===== src/rtl/sya_pkg.sv =====
// Shared types and sizing helpers for the systolic-array accumulator controller.
// Pure declarations; no timing or flow control of its own.
package sya_pkg;

  typedef enum logic [2:0] {
    ST_IDLE,
    ST_CLEAR,
    ST_COMP,
    ST_FLUSH,
    ST_DRAIN,
    ST_DONE
  } acc_state_e;

  // Row index width, kept at least 1 bit so a single-row grid still has a legal port.
  function automatic int row_aw(input int n);
    return (n > 1) ? $clog2(n) : 1;
  endfunction

  // Cycles needed for the last beat to walk the skew down to the bottom row.
  function automatic int flush_cyc(input int n);
    return n - 1;
  endfunction

endpackage


===== src/rtl/sya_acc_ctrl_if.sv =====
// Scheduler, PE-grid and output-buffer signals of the accumulator controller.
// master = controller side, slave = environment side.
interface sya_acc_ctrl_if #(
  parameter int NUM_ROW = 16,
  parameter int KW      = 12
) ();
  import sya_pkg::*;

  localparam int RAW = row_aw(NUM_ROW);

  logic               CfgVld;
  logic               CfgRdy;
  logic [KW-1:0]      CfgK;
  logic               InVld;
  logic               InRdy;
  logic [NUM_ROW-1:0] AccClear;
  logic [NUM_ROW-1:0] AccEnable;
  logic               OutVld;
  logic               OutRdy;
  logic [RAW-1:0]     OutRow;
  logic [NUM_ROW-1:0] DrainSel;

  modport master (
    input  CfgVld, CfgK, InVld, OutRdy,
    output CfgRdy, InRdy, AccClear, AccEnable, OutVld, OutRow, DrainSel
  );

  modport slave (
    output CfgVld, CfgK, InVld, OutRdy,
    input  CfgRdy, InRdy, AccClear, AccEnable, OutVld, OutRow, DrainSel
  );

endinterface


===== src/rtl/sya_skew_line.sv =====
// 1-bit delay line; taps[i] is din delayed i+1 cycles, feeding the skewed row enables.
// No backpressure: shifts every cycle.
module sya_skew_line #(
  parameter int DEPTH = 15
) (
  input  logic             Clk,
  input  logic             Rstn,
  input  logic             din,
  output logic [DEPTH-1:0] taps
);

  always_ff @(posedge Clk or negedge Rstn) begin
    if (!Rstn) begin
      taps <= '0;
    end else begin
      taps[0] <= din;
      for (int i = 1; i < DEPTH; i++) begin
        taps[i] <= taps[i-1];
      end
    end
  end

endmodule


===== src/rtl/sya_acc_ctrl.sv =====
// Per-tile accumulator sequencer: clear, K skewed enable beats, flush, one row drained per OutVld&OutRdy.
// Tile latency 2+K+(NUM_ROW-1)+NUM_ROW+1 cycles with no stalls; InVld bubbles and OutRdy low stretch it.
module sya_acc_ctrl
  import sya_pkg::*;
#(
  parameter int NUM_ROW = 16,
  parameter int KW      = 12
) (
  input  logic            Clk,
  input  logic            Rstn,
  sya_acc_ctrl_if.master  bus,
  output logic            Busy,
  output logic            Done
);

  localparam int             RAW        = row_aw(NUM_ROW);
  localparam logic [RAW-1:0] FLUSH_LAST = RAW'(flush_cyc(NUM_ROW) - 1);
  localparam logic [RAW-1:0] ROW_LAST   = RAW'(NUM_ROW - 1);

  acc_state_e     state, state_nxt;
  logic [KW-1:0]  k_reg;
  logic [KW-1:0]  beat_cnt;
  logic [RAW-1:0] flush_cnt;
  logic [RAW-1:0] row_cnt;

  logic cfg_hs, beat, last_beat, flush_end, out_hs, last_row;

  assign cfg_hs    = bus.CfgVld & (state == ST_IDLE);
  assign beat      = bus.InVld & (state == ST_COMP);
  // k_reg >= 1 whenever COMP is reachable, so K-1 cannot wrap.
  assign last_beat = beat & (beat_cnt == k_reg - KW'(1));
  assign flush_end = (state == ST_FLUSH) & (flush_cnt == FLUSH_LAST);
  assign out_hs    = (state == ST_DRAIN) & bus.OutRdy;
  assign last_row  = (row_cnt == ROW_LAST);

  always_ff @(posedge Clk or negedge Rstn) begin
    if (!Rstn) state <= ST_IDLE;
    else       state <= state_nxt;
  end

  always_comb begin
    state_nxt = state;
    case (state)
      ST_IDLE:  if (cfg_hs) state_nxt = ST_CLEAR;
      ST_CLEAR: state_nxt = (k_reg != '0) ? ST_COMP : ST_DRAIN;
      ST_COMP:  if (last_beat) state_nxt = (NUM_ROW == 1) ? ST_DRAIN : ST_FLUSH;
      ST_FLUSH: if (flush_end) state_nxt = ST_DRAIN;
      ST_DRAIN: if (out_hs && last_row) state_nxt = ST_DONE;
      ST_DONE:  state_nxt = ST_IDLE;
      default:  state_nxt = ST_IDLE;
    endcase
  end

  always_ff @(posedge Clk or negedge Rstn) begin
    if (!Rstn) begin
      k_reg     <= '0;
      beat_cnt  <= '0;
      flush_cnt <= '0;
      row_cnt   <= '0;
    end else begin
      if (cfg_hs) k_reg <= bus.CfgK;
      beat_cnt  <= (state == ST_COMP)  ? beat_cnt + KW'(beat) : '0;
      flush_cnt <= (state == ST_FLUSH) ? flush_cnt + RAW'(1)  : '0;
      // Row index returns to 0 on the final handshake so OutRow reads 0 in DONE.
      if (state != ST_DRAIN) row_cnt <= '0;
      else if (out_hs)       row_cnt <= last_row ? '0 : row_cnt + RAW'(1);
    end
  end

  if (NUM_ROW > 1) begin : g_skew
    logic [NUM_ROW-2:0] taps;
    sya_skew_line #(.DEPTH(NUM_ROW-1)) u_skew (
      .Clk  (Clk),
      .Rstn (Rstn),
      .din  (beat),
      .taps (taps)
    );
    assign bus.AccEnable = {taps, beat};
  end else begin : g_noskew
    assign bus.AccEnable = beat;
  end

  assign bus.CfgRdy   = (state == ST_IDLE);
  assign bus.InRdy    = (state == ST_COMP);
  assign bus.AccClear = {NUM_ROW{state == ST_CLEAR}};
  assign bus.OutVld   = (state == ST_DRAIN);
  assign bus.OutRow   = row_cnt;
  assign bus.DrainSel = (state == ST_DRAIN) ? (NUM_ROW'(1) << row_cnt) : '0;
  assign Busy         = (state != ST_IDLE);
  assign Done         = (state == ST_DONE);

endmodule

===== src/flat_wrapper.sv =====
// flat-port wrapper written by rule: the top's interface ports become plain ports
module sya_acc_ctrl_flat import sya_pkg::*;
#(
  parameter int NUM_ROW = 16,
  parameter int KW      = 12
)
  (Clk, Rstn, Busy, Done, bus_CfgVld, bus_CfgK, bus_InVld, bus_OutRdy, bus_CfgRdy, bus_InRdy, bus_AccClear, bus_AccEnable, bus_OutVld, bus_OutRow, bus_DrainSel);
  sya_acc_ctrl_if #(.NUM_ROW(NUM_ROW), .KW(KW)) bus_i ();
  input  logic Clk;
  input  logic Rstn;
  output logic Busy;
  output logic Done;
  input wire logic [$bits(bus_i.CfgVld)-1:0] bus_CfgVld;
  input wire logic [$bits(bus_i.CfgK)-1:0] bus_CfgK;
  input wire logic [$bits(bus_i.InVld)-1:0] bus_InVld;
  input wire logic [$bits(bus_i.OutRdy)-1:0] bus_OutRdy;
  output wire logic [$bits(bus_i.CfgRdy)-1:0] bus_CfgRdy;
  output wire logic [$bits(bus_i.InRdy)-1:0] bus_InRdy;
  output wire logic [$bits(bus_i.AccClear)-1:0] bus_AccClear;
  output wire logic [$bits(bus_i.AccEnable)-1:0] bus_AccEnable;
  output wire logic [$bits(bus_i.OutVld)-1:0] bus_OutVld;
  output wire logic [$bits(bus_i.OutRow)-1:0] bus_OutRow;
  output wire logic [$bits(bus_i.DrainSel)-1:0] bus_DrainSel;
  assign bus_i.CfgVld = bus_CfgVld;
  assign bus_i.CfgK = bus_CfgK;
  assign bus_i.InVld = bus_InVld;
  assign bus_i.OutRdy = bus_OutRdy;
  assign bus_CfgRdy = bus_i.CfgRdy;
  assign bus_InRdy = bus_i.InRdy;
  assign bus_AccClear = bus_i.AccClear;
  assign bus_AccEnable = bus_i.AccEnable;
  assign bus_OutVld = bus_i.OutVld;
  assign bus_OutRow = bus_i.OutRow;
  assign bus_DrainSel = bus_i.DrainSel;
  sya_acc_ctrl #(.NUM_ROW(NUM_ROW), .KW(KW)) u_core (.Clk(Clk), .Rstn(Rstn), .bus(bus_i), .Busy(Busy), .Done(Done));
endmodule

===== config.mk =====
export PLATFORM = sky130hd
export DESIGN_NAME = sya_acc_ctrl_flat
export DESIGN_NICKNAME = d
export VERILOG_FILES = /design/src/rtl/sya_pkg.sv /design/src/rtl/sya_acc_ctrl_if.sv /design/src/rtl/sya_skew_line.sv /design/src/rtl/sya_acc_ctrl.sv /design/src/flat_wrapper.sv
export SDC_FILE = /design/constraint.sdc
export NUM_CORES = 1
export LEC_CHECK = 0
export BUFFER_PORTS_ARGS = -buffer_cell sky130_fd_sc_hd__buf_2
export CAP_MARGIN = 30
export CORE_MARGIN = 1
export CORE_UTILIZATION = 56
export DETAILED_ROUTE_END_ITERATION = 7
export GPL_ROUTABILITY_DRIVEN = 0
export PLACE_DENSITY_LB_ADDON = 0.1
export SYNTH_ARGS = -nofsm -noshare
export SYNTH_HDL_FRONTEND = slang
export SYNTH_SLANG_ARGS = --single-unit

===== constraint.sdc =====
create_clock -name Clk -period 3.5 [get_ports Clk]
set_input_delay 0.35 -clock Clk [delete_from_list [all_inputs] [get_ports Clk]]
set_output_delay 0.35 -clock Clk [all_outputs]
set_load 0.05 [all_outputs]

# [Word-level counts from Yosys, hierarchy flattened]
# Index checks and enable logic that the tools add are counted.
[word_totals] register_bits=50 inputBits=17 out_inout_bits=57 word_cells=47
[op_classes] addsub=4 eq_ne=13 n_shift=1 muxes=12 n_bitwise=5 reduce_logical=6
[ops] op="16-bit two-way mux" count=1
[ops] op="4-bit two-way mux" count=4
[ops] op="1-bit by 4-bit << shifter with 16-bit output, first input constant" count=1
[ops] op="3-bit two-way mux" count=5
[ops] op="3-bit case mux with 5 select lines" count=1
[ops] op="12-bit by 1-bit adder with 12-bit output" count=1
[ops] op="12-bit equality test" count=1
[ops] op="12-bit two-way mux" count=1
[ops] op="12-bit nonzero test" count=1
[ops] op="12-bit by 1-bit subtractor with 12-bit output, second input constant" count=1
[ops] op="4-bit by 1-bit adder with 4-bit output, second input constant" count=2
[ops] op="4-bit equality test, second input constant" count=2
[ops] op="2-bit by 1-bit inequality test with 1-bit output, second input constant" count=4
[ops] op="3-bit by 2-bit equality test with 1-bit output, second input constant" count=2
[ops] op="3-bit equality test, second input constant" count=2
[ops] op="1-bit AND" count=5
[ops] op="4-bit AND reduction" count=1
[ops] op="3-bit by 1-bit equality test with 1-bit output, second input constant" count=1
[ops] op="3-bit logical NOT" count=1
[ops] op="3-bit inequality test, second input constant" count=1
[ops] op="3-bit nonzero test" count=1
[ops] op="2-bit nonzero test" count=1
[ops] op="1-bit logical AND" count=1

# [Logic depth before layout (Yosys ltp)]
# Gate-level depths: netlist (run 1).
[logic_depth] ltp_word=5 depth_mapped=10 depth_no_buf=9

# [By module]
# Synthesis (run 1) repeated with hierarchy kept, for this count alone.
[unflattened] cells_unflattened=253 hier_area_um2=2662.6
[modules_own_cells] mod="sya_acc_ctrl" instances=1 cells_each=238 area_per_inst_um2=2287.2
[modules_own_cells] mod="sya_skew_line" instances=1 cells_each=15 area_per_inst_um2=375.4

# [Worst setup path before layout (run 1)]
# OpenSTA, ideal clock, no wires.
[synth_path] kind="register to output" from="register u_core.state[0]" to="output port bus_AccClear[10]" t_arrival_ps=2986 required_time_ps=3150 setup_slack_ps=164 path_stages_with_launch=4 path_buffers=2 path_cell_list="dfrtp_1 clkbuf_1 nor3b_1 buf_4"
[synth_between] elab_chain_cells=1
[synth_lines] element="start: declaration" line="sya_acc_ctrl.sv:20" source="acc_state_e state, state_nxt;"
[synth_lines] element="start signal: assignment" line="sya_acc_ctrl.sv:38" source="else state <= state_nxt;"
[synth_lines] element="3-bit by 1-bit equality test with 1-bit output" line="sya_acc_ctrl.sv:85" source="assign bus.AccClear = {NUM_ROW{state == ST_CLEAR}};"
[synth_lines] element="end: declaration" line="flat_wrapper.sv:19" source="output wire logic [$bits(bus_i.AccClear)-1:0] bus_AccClear;"
# Every way passes these cells.

# [Final worst setup path (run 1)]
[layout_path] from="register u_core.state[0]" to="register u_core.beat_cnt[6]"
[layout_between] elab_chain_cells=4
[layout_lines] element="3-bit by 2-bit equality test with 1-bit output *" line="sya_acc_ctrl.sv:29, sya_acc_ctrl.sv:62"
[layout_lines] element="1-bit AND" line="sya_acc_ctrl.sv:29" source="assign beat = bus.InVld & (state == ST_COMP);"
[layout_lines] element="12-bit by 1-bit adder with 12-bit output" line="sya_acc_ctrl.sv:62" source="beat_cnt <= (state == ST_COMP) ? beat_cnt + KW'(beat) : '0;"
[layout_lines] element="12-bit two-way mux *" line="sya_acc_ctrl.sv:62"
[layout_lines] element="end signal: assignment" line="sya_acc_ctrl.sv:62"
[layout_lines] element="end: declaration" line="sya_acc_ctrl.sv:22" source="logic [KW-1:0] beat_cnt;"
# Every way passes the cells marked *; elsewhere a longest branch is shown, timed or not.
# A chain may end at the register's enable or synchronous reset.

==> run_summary.xml, run 1 <==
<?xml version="1.0" encoding="UTF-8"?>
<metrics>
  <group name="layout">
    <metric name="diodes" unit="">0</metric>
    <metric name="number_of_flip_flops_under_the_largest_register_name" unit="">15</metric>
    <metric name="final_cell_count_no_fill" unit="">378</metric>
    <metric name="post_synthesis_to_final_layout_area_growth" unit="%">13.8</metric>
    <metric name="drive_gt1_share" unit="%">29.8</metric>
    <metric name="numnets_final" unit="">354</metric>
    <metric name="final_cell_area" unit="sq um">3080</metric>
  </group>
  <group name="grt">
    <metric name="grt_overflow" unit="">0</metric>
    <metric name="first_pass_grt_wire_length" unit="um">8450</metric>
    <metric name="first_global_vias" unit="">1893</metric>
    <metric name="grt.total_usage" unit="%">21.5</metric>
    <metric name="grt_max_degree" unit="">32</metric>
    <metric name="antenna_violations_before_repair" unit="">0</metric>
  </group>
  <group name="worst_setup_path">
    <metric name="reg2reg_setup_slack" unit="ns">1.01</metric>
    <metric name="worstPathMaxFanout" unit="">11</metric>
    <metric name="r2r_cells" unit="">9</metric>
    <metric name="timing.critical_path.from_type" unit="">flip-flop</metric>
    <metric name="required" unit="ns">3.72</metric>
    <metric name="timing.critical_path.to_type" unit="">flip-flop</metric>
    <metric name="critical_path.reg2reg.startpoint" unit="">u_core.state[0]</metric>
    <metric name="cp.arrival" unit="ns">2.71</metric>
    <metric name="crit_path_launch" unit="">u_core.state[0]</metric>
    <metric name="setup.worst_path.class" unit="">flip-flop to flip-flop</metric>
    <metric name="regToRegEndpoint" unit="">u_core.beat_cnt[6]</metric>
  </group>
  <group name="clock_tree">
    <metric name="number_of_levels_the_h_tree_was_split_into" unit="">2</metric>
    <metric name="cts_hold_repair.buffers" unit="">0</metric>
    <metric name="cts.reportedPaths.clkPinSlew" unit="ns">0.09</metric>
    <metric name="cts_root_buffer" unit="">clkbuf_8</metric>
    <metric name="cts_buffers" unit="">5</metric>
    <metric name="cts_post_setup_buffers_inserted" unit="">0</metric>
    <metric name="clock_tree_from_tritoncts" unit="">yes</metric>
    <metric name="worst_skew_pair.late_latency" unit="ns">0.29</metric>
    <metric name="cts_buffer_depth" unit="">2</metric>
    <metric name="number_of_gates_resized_after_cts" unit="">0</metric>
    <metric name="clkSinkCount" unit="">50</metric>
  </group>
  <group name="floorplanning">
    <metric name="die-height" unit="um">71.6</metric>
    <metric name="fp.dieArea" unit="sq um">5120</metric>
    <metric name="floorplan.core_area" unit="sq um">4500</metric>
    <metric name="die_w" unit="um">71.6</metric>
    <metric name="io_pins" unit="">74</metric>
    <metric name="floorplan.initialDensity" unit="%">60.2</metric>
    <metric name="fp-row-count" unit="">24</metric>
  </group>
  <group name="synth">
    <metric name="proportion_of_synthesized_flip_flops_having_asynchronous_set_or_reset" unit="%">100</metric>
    <metric name="dominant_register_cell_in_the_synthesized_netlist" unit="">dfrtp_1</metric>
    <metric name="synth_fp_nets" unit="">300</metric>
    <metric name="netlist_instances" unit="">271</metric>
    <metric name="synth.lib_cells_used.distinct" unit="">46</metric>
    <metric name="yosys_reg_bits" unit="">50</metric>
    <metric name="synth.avg_cell_area" unit="sq um">10.0</metric>
    <metric name="synth.yosys.seq_area_share" unit="%">46.1</metric>
    <metric name="synth-edff-count" unit="">0</metric>
    <metric name="mappedNetlistArea" unit="sq um">2710</metric>
    <metric name="yosysWarningCount" unit="">0</metric>
  </group>
  <group name="route">
    <metric name="initialDrtViolationCount" unit="">103</metric>
    <metric name="vias_per_cell" unit="">5.37</metric>
    <metric name="detail_route_antenna_nets" unit="">0</metric>
    <metric name="routed_wire_length_per_instance" unit="um">13.5</metric>
    <metric name="drt-total-wl" unit="um">5100</metric>
    <metric name="first_pass_iters" unit="">4</metric>
    <metric name="drcViolationCount" unit="">0</metric>
    <metric name="dr_total_vias" unit="">2030</metric>
  </group>
  <group name="power">
    <metric name="power_leakage" unit="nW">1.60</metric>
    <metric name="p_clk_share" unit="%">23.2</metric>
    <metric name="irDropWorstVdd" unit="uV">362</metric>
    <metric name="power_switching_share" unit="%">37.5</metric>
    <metric name="p_int" unit="mW">0.909</metric>
    <metric name="seq_power_share" unit="%">48.8</metric>
    <metric name="switching_power" unit="mW">0.546</metric>
    <metric name="pwr-share-comb" unit="%">28.1</metric>
    <metric name="post-layout-total-power" unit="mW">1.46</metric>
    <metric name="power_density" unit="nW/um^2">472</metric>
  </group>
  <group name="timing">
    <metric name="worst_slew_pin_slew" unit="ns">0.661</metric>
    <metric name="setup_repair_after_global_routing_missed_its_margin" unit="">no</metric>
    <metric name="timing.fmax" unit="MHz">401</metric>
    <metric name="clock_skew" unit="ns">0.00322</metric>
    <metric name="timing.final.max_slew_violations" unit="">0</metric>
    <metric name="finalHoldViolations" unit="">0</metric>
    <metric name="tmin_final" unit="ns">2.49</metric>
    <metric name="final_min_period_over_clock_period" unit="%">71.2</metric>
    <metric name="final.setup.tns" unit="ns">0</metric>
    <metric name="setup-violations-final" unit="">0</metric>
    <metric name="slew-limit-headroom" unit="%">55.9</metric>
  </group>
  <group name="placed_design">
    <metric name="place.port_buffers" unit="">73</metric>
    <metric name="dp_hpwl" unit="um">3810</metric>
    <metric name="place.detailed.instances" unit="">370</metric>
    <metric name="total_placed_instance_area" unit="sq um">2990</metric>
  </group>
  <group name="job">
    <metric name="maxCapViolations" unit="">0</metric>
  </group>
  <group name="outcome">
    <metric name="outcome" unit="">finished clean</metric>
  </group>
  <group name="min_path">
    <metric name="hold_path.class" unit="">input port to async pin</metric>
  </group>
</metrics>
-- power by group through the flow --
stage	Combinational [mW]	Clock, mW	Sequential [mW]
6_report	0.409	0.337	0.710
5_1_grt	0.439	0.374	0.723
4_1_cts	0.413	0.348	0.710
3_5_place_dp	0.412	0	0.722
3_3_place_gp	0.404	0	0.715
2_1_floorplan	0.147	0	0.879
-- through the flow --
step	utilization, %	hold slack (ns)	setup slack, ns
after floorplan	-	0.0544	0.164
after global placement	65.9	0.353	1.15
after detailed placement	66.4	0.328	1.03
after CTS	68.5	0.0128	1.00
after global routing	68.5	0.0320	0.710
final	68.5	0.00377	1.01
-- layer usage --
metal  share of wire (%)  up-vias  track usage, %
met2                  48       59            37.6
met5                   0        -               0
met1                  46      951            26.7
met4                 1.1        0            6.32
met3                 4.3        6            5.06
li1                    -     1014               -
-- layout by cell type, fill, tap and decap left out, types with 2 or more instances in the layout --
| cell | count |
|---|---|
| nand2_1 | 21 |
| nor2_1 | 31 |
| inv_1 | 8 |
| mux2i_1 | 5 |
| xnor2_1 | 13 |
| nand4b_1 | 2 |
| nand3b_1 | 2 |
| dfrtp_1 | 50 |
| nand4_1 | 2 |
| and3_1 | 6 |
| mux2_2 | 11 |
| clkbuf_8 | 6 |
| and2_1 | 5 |
| or3_1 | 5 |
| ha_1 | 12 |
| nor4_1 | 2 |
| a21oi_1 | 8 |
| xor2_1 | 10 |
| nor3b_1 | 2 |
| nand2b_1 | 3 |
| nand3_1 | 8 |
| and4_1 | 2 |
| nor3_1 | 8 |
| o21ai_0 | 8 |
| buf_2 | 74 |
-- worst max-delay path by stage --
stage / endpoint / depth (start not counted) / slack, ns
after CTS: u_core.beat_cnt[6] / 9 / 1.00
final: u_core.beat_cnt[6] / 9 / 1.01
after global placement: u_core.beat_cnt[10] / 9 / 1.15
after floorplan: bus_AccClear[10] / 3 / 0.16
after detailed placement: u_core.beat_cnt[6] / 9 / 1.03
after global routing: u_core.beat_cnt[6] / 9 / 0.71
-- worst max-delay path, stage by stage, from the launching register on --
cell	delay, ns
dfrtp_1	0.47
nor2_1	0.14
nand2_1	0.26
inv_1	0.18
and2_1	0.21
ha_1	0.21
ha_1	0.19
nand3_1	0.20
or3_1	0.40
a21oi_1	0.15
-- final cells by class --
type / instances / area, sq um
clock inverters: 1 / 5.00
flip-flops and latches: 50 / 1250
fillers: 374 / 1420
multi-input cells: 184 / 1250
inverters: 9 / 33.8
repair buffers: 75 / 390
well taps: 52 / 65.1
clock buffers: 7 / 86.3
-- Yosys cell counts, drive strengths merged, types with 2 or more instances --
master   n  area share, %
nor3b    2           0.55
nor3     8            1.5
and2     5            1.2
nor4     3            1.2
nand2   21            2.9
nand2b   3           0.69
clkbuf  10            1.4
or4      2           0.69
xor2    10            3.2
or3      5            1.2
mux2i    5            1.8
nand4    2           0.46
dfrtp   50             46
nor2    31            4.3
buf     18            5.0
xnor2   13            4.2
nand3b   2           0.55
o21ai    9            1.7
nand3    8            1.5
and4     2           0.65
inv      8            1.1
mux2    11            4.6
a21oi    8            1.5
nand4b   2           0.65
ha      12            5.5
and3     6            1.4
-- cell families (layout without fill, tap and decap cells) --
group | after synthesis | in the layout | share of synthesized area [%]
and+or+nand+nor | 106 | 106 | 20.4
adders and majority gates | 12 | 12 | 5.54
AOI/OAI and AO/OA | 27 | 27 | 6.37
buffers and inverters | 37 | 92 | 7.66
xor gates and xnor gates | 23 | 23 | 7.43
muxes | 16 | 16 | 6.41
DFF | 50 | 50 | 46.1
(Power assumes the default switching activity.)
==> run 2, diff against run 1 <==
- CORE_UTILIZATION: 56 -> 47
- clock period: 3.5 -> 2.15 ns (I/O delays scaled with it)
==> run 2 against run 1 <==
Power up 70%. Sequential cell count unchanged. Sequential share of layout area is 2.5 points lower. Worst setup slack lost 0.92 ns. Largest cell class unchanged. First-iteration DRC count fell by 33%. Sequential power up 59%. Critical path depth shrank 2. Final area is 6.6% higher. Clock skew grew 0.0027 ns. Non-clock buffer count increased by 13. Via count up 1.9%. Worst hold slack better by 0.12 ns.
==> run_summary.xml, run 2 (synthesis results as in run 1) <==
<?xml version="1.0" encoding="UTF-8"?>
<metrics>
  <group name="power">
    <metric name="switching_power" unit="mW">0.924</metric>
    <metric name="power_density" unit="nW/um^2">754</metric>
    <metric name="pwr-share-comb" unit="%">30.1</metric>
    <metric name="irDropWorstVdd" unit="uV">657</metric>
    <metric name="post-layout-total-power" unit="mW">2.48</metric>
    <metric name="p_int" unit="mW">1.56</metric>
    <metric name="power_switching_share" unit="%">37.3</metric>
    <metric name="p_clk_share" unit="%">24.2</metric>
    <metric name="power_leakage" unit="nW">1.67</metric>
    <metric name="seq_power_share" unit="%">45.7</metric>
  </group>
  <group name="layout">
    <metric name="drive_gt1_share" unit="%">37.2</metric>
    <metric name="layout_commonest_cell" unit="">buf_2</metric>
    <metric name="final_cell_mix" unit="">buf_2 (69), dfrtp_1 (50), nor2_1 (30), nand2_1 (19), buf_4 (15)</metric>
    <metric name="final_cell_area" unit="sq um">3290</metric>
    <metric name="n_fill_cell" unit="">501</metric>
    <metric name="numnets_final" unit="">367</metric>
    <metric name="diodes" unit="">0</metric>
    <metric name="number_of_flip_flops_under_the_largest_register_name" unit="">15</metric>
    <metric name="post_synthesis_to_final_layout_area_growth" unit="%">21.3</metric>
  </group>
  <group name="timing">
    <metric name="worst_slew_pin_slew" unit="ns">0.686</metric>
    <metric name="clock_skew" unit="ns">0.00597</metric>
    <metric name="setup-violations-final" unit="">0</metric>
    <metric name="final_min_period_over_clock_period" unit="%">96.1</metric>
    <metric name="slew-limit-headroom" unit="%">54.3</metric>
    <metric name="tmin_final" unit="ns">2.07</metric>
    <metric name="timing.final.max_slew_violations" unit="">0</metric>
    <metric name="timing.fmax" unit="MHz">484</metric>
    <metric name="finalHoldViolations" unit="">0</metric>
    <metric name="setup_repair_after_global_routing_missed_its_margin" unit="">yes</metric>
  </group>
  <group name="floorplanning">
    <metric name="floorplan.initialDensity" unit="%">48.9</metric>
    <metric name="io_pins" unit="">74</metric>
    <metric name="floorplan.core_area" unit="sq um">5540</metric>
    <metric name="fp-row-count" unit="">27</metric>
    <metric name="die_w" unit="um">78.0</metric>
    <metric name="die-height" unit="um">78.0</metric>
    <metric name="fp.dieArea" unit="sq um">6080</metric>
  </group>
  <group name="clock_tree">
    <metric name="clock_tree_from_tritoncts" unit="">yes</metric>
    <metric name="number_of_levels_the_h_tree_was_split_into" unit="">2</metric>
    <metric name="cts_buffer_depth" unit="">2</metric>
    <metric name="cts_root_buffer" unit="">clkbuf_8</metric>
    <metric name="worst_skew_pair.late_latency" unit="ns">0.30</metric>
    <metric name="cts.reportedPaths.clkPinSlew" unit="ns">0.09</metric>
    <metric name="clkSinkCount" unit="">50</metric>
    <metric name="cts_buffers" unit="">5</metric>
  </group>
  <group name="grt">
    <metric name="grt.total_usage" unit="%">17.7</metric>
    <metric name="antenna_violations_before_repair" unit="">0</metric>
    <metric name="first_pass_grt_wire_length" unit="um">8420</metric>
    <metric name="grt_max_degree" unit="">32</metric>
    <metric name="grt_overflow" unit="">0</metric>
    <metric name="first_global_vias" unit="">1830</metric>
  </group>
  <group name="worst_setup_path">
    <metric name="regToRegEndpoint" unit="">u_core.state[0]</metric>
    <metric name="worstPathMaxFanout" unit="">8</metric>
    <metric name="critical_path.max_stage_delay" unit="ns">0.44</metric>
    <metric name="reg2reg_setup_slack" unit="ns">0.10</metric>
    <metric name="timing.critical_path.to_type" unit="">output pin</metric>
    <metric name="required" unit="ns">1.93</metric>
    <metric name="worst_path_max_delay_cell" unit="">dfrtp_1</metric>
    <metric name="series_of_cell_instances_along_the_critical_path" unit="">buf_4 -&gt; nor2_2 -&gt; nand2_2 -&gt; inv_2 -&gt; nand2_1 -&gt; nor2_1 -&gt; buf_2</metric>
    <metric name="critical_path.reg2reg.startpoint" unit="">u_core.k_reg[2]</metric>
    <metric name="cp.arrival" unit="ns">1.85</metric>
    <metric name="setup.worst_path.class" unit="">flip-flop to output pin</metric>
    <metric name="r2r_cells" unit="">6</metric>
    <metric name="timing.critical_path.from_type" unit="">flip-flop</metric>
  </group>
  <group name="route">
    <metric name="drt-total-wl" unit="um">5190</metric>
    <metric name="vias_per_cell" unit="">5.03</metric>
    <metric name="initialDrtViolationCount" unit="">69</metric>
    <metric name="dr_total_vias" unit="">2069</metric>
    <metric name="drcViolationCount" unit="">0</metric>
    <metric name="first_pass_iters" unit="">5</metric>
    <metric name="routed_wire_length_per_instance" unit="um">12.6</metric>
    <metric name="detail_route_antenna_nets" unit="">0</metric>
  </group>
  <group name="job">
    <metric name="maxCapViolations" unit="">0</metric>
  </group>
  <group name="min_path">
    <metric name="hold_path.class" unit="">input port to flip-flop</metric>
    <metric name="worstHoldEndpoint" unit="">u_core.k_reg[1]</metric>
    <metric name="hold_depth" unit="">3</metric>
    <metric name="hold_sp" unit="">bus_CfgK[1]</metric>
  </group>
  <group name="placed_design">
    <metric name="total_placed_instance_area" unit="sq um">3120</metric>
    <metric name="dp_hpwl" unit="um">3860</metric>
    <metric name="place.port_buffers" unit="">73</metric>
  </group>
  <group name="outcome">
    <metric name="outcome" unit="">finished clean</metric>
  </group>
</metrics>
run 2: cell types whose count changed in the layout (fill, tap and decap cells not counted), sizes merged:
cell	previous run	this run
buf	75	85
dlygate4sd3	0	1
clkinv	2	1
inv	8	7
clkbuf	7	9
clkinvlp	0	2
run 2: final cells by class:
cell class	count	area, sq um	share of cell area (%)
Sequential cell	50	1250	38.1
Clock inverter	1	8.76	0.266
Tap cell	72	90.1	2.74
Timing Repair Buffer	88	494	15.0
Clock buffer	7	96.3	2.93
Inverter	9	41.3	1.26
Multi-Input combinational cell	184	1310	39.7
run 2: power groups by stage:
stage	combinational [mW]	sequential [mW]	clock, mW
floorplan	0.257	1.43	0
global placement	0.730	1.15	0
detailed placement	0.735	1.15	0
CTS	0.739	1.13	0.632
global route	0.801	1.15	0.658
finish	0.747	1.13	0.600
run 2: worst max-delay path by stage:
stage	from	endpoint	slack, ns	cells past startpoint
2_1_floorplan	u_core.state[1]	bus_AccClear[10]	-0.03	3
3_5_place_dp	u_core.k_reg[0]	u_core.state[0]	0.11	6
5_1_grt	u_core.k_reg[2]	u_core.state[0]	-0.05	6
4_1_cts	u_core.state[1]	bus_DrainSel[2]	0.01	7
6_report	u_core.state[1]	bus_DrainSel[12]	0.08	7
3_3_place_gp	u_core.k_reg[2]	u_core.state[0]	0.16	6
run 2: timing repair:
| item | in CTS | in global routing |
|---|---|---|
| endpoints found under the setup margin | 0 | 17 |
| resized for setup | 0 | 15 |
| buffers inserted | 0 | 2 |
| hold buffers | 1 | 0 |
| hold endpoints to repair | 29 | 0 |
run 2: stage by stage:
step / utilization (%) / std cells / setup slack, ns / TNS (ns) / hold WS, ns
floorplan: - / 271 / -0.0329 / -0.493 / -0.0806
global placement: 56.4 / 400 / 0.160 / 0 / 0.299
detailed placement: 56.4 / 400 / 0.106 / 0 / 0.304
CTS: 58.4 / 409 / 0.0123 / 0 / 0.114
global route: 59.3 / 411 / -0.0461 / -0.0840 / 0.122
finish: 59.3 / 411 / 0.0841 / 0 / 0.121
run 2: critical path: cells and delay by family, from the launching register on:
family,cells,cell delay (ns)
simple gates,4,0.53
flops,1,0.44
buf+inv,3,0.59
run 2: layer usage:
layer / track usage, % / wire length, um / vias up
met5: 0 / 0 / -
met4: 6.11 / 53 / 0
met3: 2.94 / 211 / 6
met2: 29.6 / 2420 / 59
met1: 23.2 / 2500 / 964
li1: - / - / 1040
==> run 3, diff against run 2 <==
- CORE_ASPECT_RATIO: not set -> 1.1
==> run 3 against run 2 <==
Combinational power shrank 2%. Sequential cell count stayed put. Sequential power is essentially flat. Via count rose by 0.39%. Utilization grew 2.0 points. Worst hold slack gained 0.012 ns. Power up 7.9%. Clock skew down 0.0016 ns. Critical path type is now flip-flop to flip-flop. Highest routed layer unchanged.
==> run_summary.xml, run 3 (synthesis results as in run 1) <==
<?xml version="1.0" encoding="UTF-8"?>
<metrics>
  <group name="min_path">
    <metric name="worstHoldEndpoint" unit="">u_core.k_reg[0]</metric>
    <metric name="hold_path.class" unit="">input port to flip-flop</metric>
    <metric name="hold_depth" unit="">3</metric>
    <metric name="hold_sp" unit="">bus_CfgK[0]</metric>
  </group>
  <group name="grt">
    <metric name="first_global_vias" unit="">1728</metric>
    <metric name="antenna_violations_before_repair" unit="">0</metric>
    <metric name="first_pass_grt_wire_length" unit="um">8320</metric>
    <metric name="grt_max_degree" unit="">29</metric>
    <metric name="grt.total_usage" unit="%">18.3</metric>
    <metric name="grt_overflow" unit="">0</metric>
  </group>
  <group name="floorplanning">
    <metric name="die_w" unit="um">74.4</metric>
    <metric name="floorplan.core_area" unit="sq um">5470</metric>
    <metric name="floorplan.initialDensity" unit="%">49.6</metric>
    <metric name="fp.dieArea" unit="sq um">6080</metric>
    <metric name="die-height" unit="um">81.7</metric>
    <metric name="io_pins" unit="">74</metric>
    <metric name="fp-row-count" unit="">28</metric>
  </group>
  <group name="timing">
    <metric name="timing.fmax" unit="MHz">485</metric>
    <metric name="hold_ws" unit="ns">0.133</metric>
    <metric name="setup_repair_after_global_routing_missed_its_margin" unit="">yes</metric>
    <metric name="final.setup.tns" unit="ns">0</metric>
    <metric name="worst_slew_pin_slew" unit="ns">0.623</metric>
    <metric name="clock_skew" unit="ns">0.00437</metric>
    <metric name="final_min_period_over_clock_period" unit="%">96.0</metric>
    <metric name="finalHoldViolations" unit="">0</metric>
    <metric name="slew-limit-headroom" unit="%">58.4</metric>
    <metric name="setup-violations-final" unit="">0</metric>
    <metric name="timing.final.max_slew_violations" unit="">0</metric>
    <metric name="tmin_final" unit="ns">2.06</metric>
  </group>
  <group name="layout">
    <metric name="number_of_flip_flops_under_the_largest_register_name" unit="">15</metric>
    <metric name="final_cell_mix" unit="">buf_2 (61), dfrtp_1 (50), nor2_1 (31), nand2_1 (20), buf_4 (16)</metric>
    <metric name="numnets_final" unit="">365</metric>
    <metric name="core_utilization_of_the_finished_layout" unit="%">61.4</metric>
    <metric name="drive_gt1_share" unit="%">36.8</metric>
    <metric name="diodes" unit="">0</metric>
    <metric name="post_synthesis_to_final_layout_area_growth" unit="%">23.7</metric>
    <metric name="final_cell_count_no_fill" unit="">412</metric>
    <metric name="n_fill_cell" unit="">485</metric>
    <metric name="layout_commonest_cell" unit="">buf_2</metric>
  </group>
  <group name="route">
    <metric name="wl_met1" unit="um">2590</metric>
    <metric name="met2_wirelength" unit="um">2570</metric>
    <metric name="first_pass_iters" unit="">4</metric>
    <metric name="dr_total_vias" unit="">2077</metric>
    <metric name="drt-total-wl" unit="um">5430</metric>
    <metric name="uppermost_metal_layer_occupied_by_signal_nets" unit="">met4</metric>
    <metric name="vias_per_cell" unit="">5.04</metric>
    <metric name="met3RoutedLength" unit="um">201</metric>
    <metric name="detail_route_antenna_nets" unit="">0</metric>
    <metric name="routed_wire_length_per_instance" unit="um">13.2</metric>
    <metric name="drcViolationCount" unit="">0</metric>
    <metric name="initialDrtViolationCount" unit="">98</metric>
  </group>
  <group name="power">
    <metric name="power_switching_share" unit="%">34.5</metric>
    <metric name="p_clk_share" unit="%">30.2</metric>
    <metric name="seq_power_share" unit="%">42.4</metric>
    <metric name="power_density" unit="nW/um^2">798</metric>
    <metric name="switching_power" unit="mW">0.924</metric>
    <metric name="power_leakage" unit="nW">1.67</metric>
    <metric name="irDropWorstVdd" unit="uV">657</metric>
    <metric name="p_int" unit="mW">1.75</metric>
    <metric name="post-layout-total-power" unit="mW">2.68</metric>
    <metric name="pwr-share-comb" unit="%">27.4</metric>
  </group>
  <group name="worst_setup_path">
    <metric name="regToRegEndpoint" unit="">u_core.state[0]</metric>
    <metric name="setup.worst_path.class" unit="">flip-flop to flip-flop</metric>
    <metric name="series_of_cell_instances_along_the_critical_path" unit="">or4_4 -&gt; nor4_4 -&gt; xor2_1 -&gt; o221a_1 -&gt; o21a_1 -&gt; o31ai_2</metric>
    <metric name="critical_path.max_stage_delay" unit="ns">0.57</metric>
    <metric name="path_delay_family" unit="">simple AND/OR/NAND/NOR gates</metric>
    <metric name="path_buf_inv" unit="">0</metric>
    <metric name="r2r_cells" unit="">6</metric>
    <metric name="timing.critical_path.to_type" unit="">flip-flop</metric>
    <metric name="timing.critical_path.from_type" unit="">flip-flop</metric>
    <metric name="required" unit="ns">2.37</metric>
    <metric name="worst_path_max_delay_cell" unit="">or4_4</metric>
    <metric name="crit_path_launch" unit="">u_core.k_reg[3]</metric>
    <metric name="reg2reg_setup_slack" unit="ns">0.09</metric>
    <metric name="cp.arrival" unit="ns">2.28</metric>
    <metric name="worstPathMaxFanout" unit="">4</metric>
    <metric name="critical_path.reg2reg.startpoint" unit="">u_core.k_reg[3]</metric>
  </group>
  <group name="clock_tree">
    <metric name="cts_buffers" unit="">5</metric>
    <metric name="clock_tree_from_tritoncts" unit="">yes</metric>
    <metric name="worst_skew_pair.late_latency" unit="ns">0.30</metric>
    <metric name="cts_root_buffer" unit="">clkbuf_8</metric>
    <metric name="cts_buffer_depth" unit="">2</metric>
    <metric name="number_of_levels_the_h_tree_was_split_into" unit="">2</metric>
    <metric name="clkSinkCount" unit="">50</metric>
    <metric name="cts.reportedPaths.clkPinSlew" unit="ns">0.09</metric>
  </group>
  <group name="job">
    <metric name="maxCapViolations" unit="">0</metric>
  </group>
  <group name="placed_design">
    <metric name="dp_hpwl" unit="um">3830</metric>
    <metric name="place.detailed.instances" unit="">401</metric>
    <metric name="place.port_buffers" unit="">73</metric>
  </group>
  <group name="outcome">
    <metric name="outcome" unit="">finished clean</metric>
  </group>
</metrics>
[run 3: worst register-to-register path: cells and delay by family, from the launching register on]
kind	cells	cell delay (ns)
AND/OR/NAND/NOR	2	0.91
AO/OA/AOI/OAI	3	0.56
flip-flops	1	0.39
XOR/XNOR	1	0.11
[run 3: layer usage]
| layer | up-vias | track usage [%] |
|---|---|---|
| met2 | 48 | 28.6 |
| met3 | 7 | 3.80 |
| li1 | 1036 | - |
| met4 | 0 | 6.79 |
| met5 | - | 0 |
| met1 | 986 | 25.0 |
[run 3: metrics by stage]
| stage | instance area [sq um] | setup slack (ns) |
|---|---|---|
| 2_1_floorplan | 2760 | -0.0329 |
| 3_3_place_gp | 3120 | 0.133 |
| 3_5_place_dp | 3120 | 0.0828 |
| 4_1_cts | 3280 | 0.0528 |
| 5_1_grt | 3350 | -0.0495 |
| 6_report | 3350 | 0.0864 |
[run 3: cell type report]
cell class | count | area (sq um) | share of cell area [%]
Inverter | 9 | 41.3 | 1.23
Clock inverter | 2 | 60.1 | 1.79
Sequential cell | 50 | 1250 | 37.3
Tap cell | 75 | 93.8 | 2.80
Multi-Input combinational cell | 184 | 1320 | 39.3
Clock buffer | 6 | 82.6 | 2.46
Timing Repair Buffer | 86 | 508 | 15.1
[run 3: power groups by stage]
stage,Clock (mW),Sequential [mW],Combinational [mW]
2_1_floorplan,0,1.43,0.257
4_1_cts,0.835,1.14,0.735
3_3_place_gp,0,1.15,0.731
6_report,0.807,1.13,0.734
3_5_place_dp,0,1.15,0.734
5_1_grt,0.858,1.15,0.788
[run 3: how the worst max path moves through the flow]
stage | to | cells past startpoint
after floorplan | bus_AccClear[10] | 3
after global placement | u_core.state[0] | 6
after detailed placement | u_core.state[0] | 6
after CTS | bus_DrainSel[2] | 7
after global routing | u_core.state[0] | 9
final | u_core.state[0] | 6
[run 3: what timing repair did]
item                       CTS  global route
setup buffers                0             2
setup endpoints to repair    0            32
hold buffers                 1             0
gates resized for setup      0            27
hold endpoints to repair    27             0
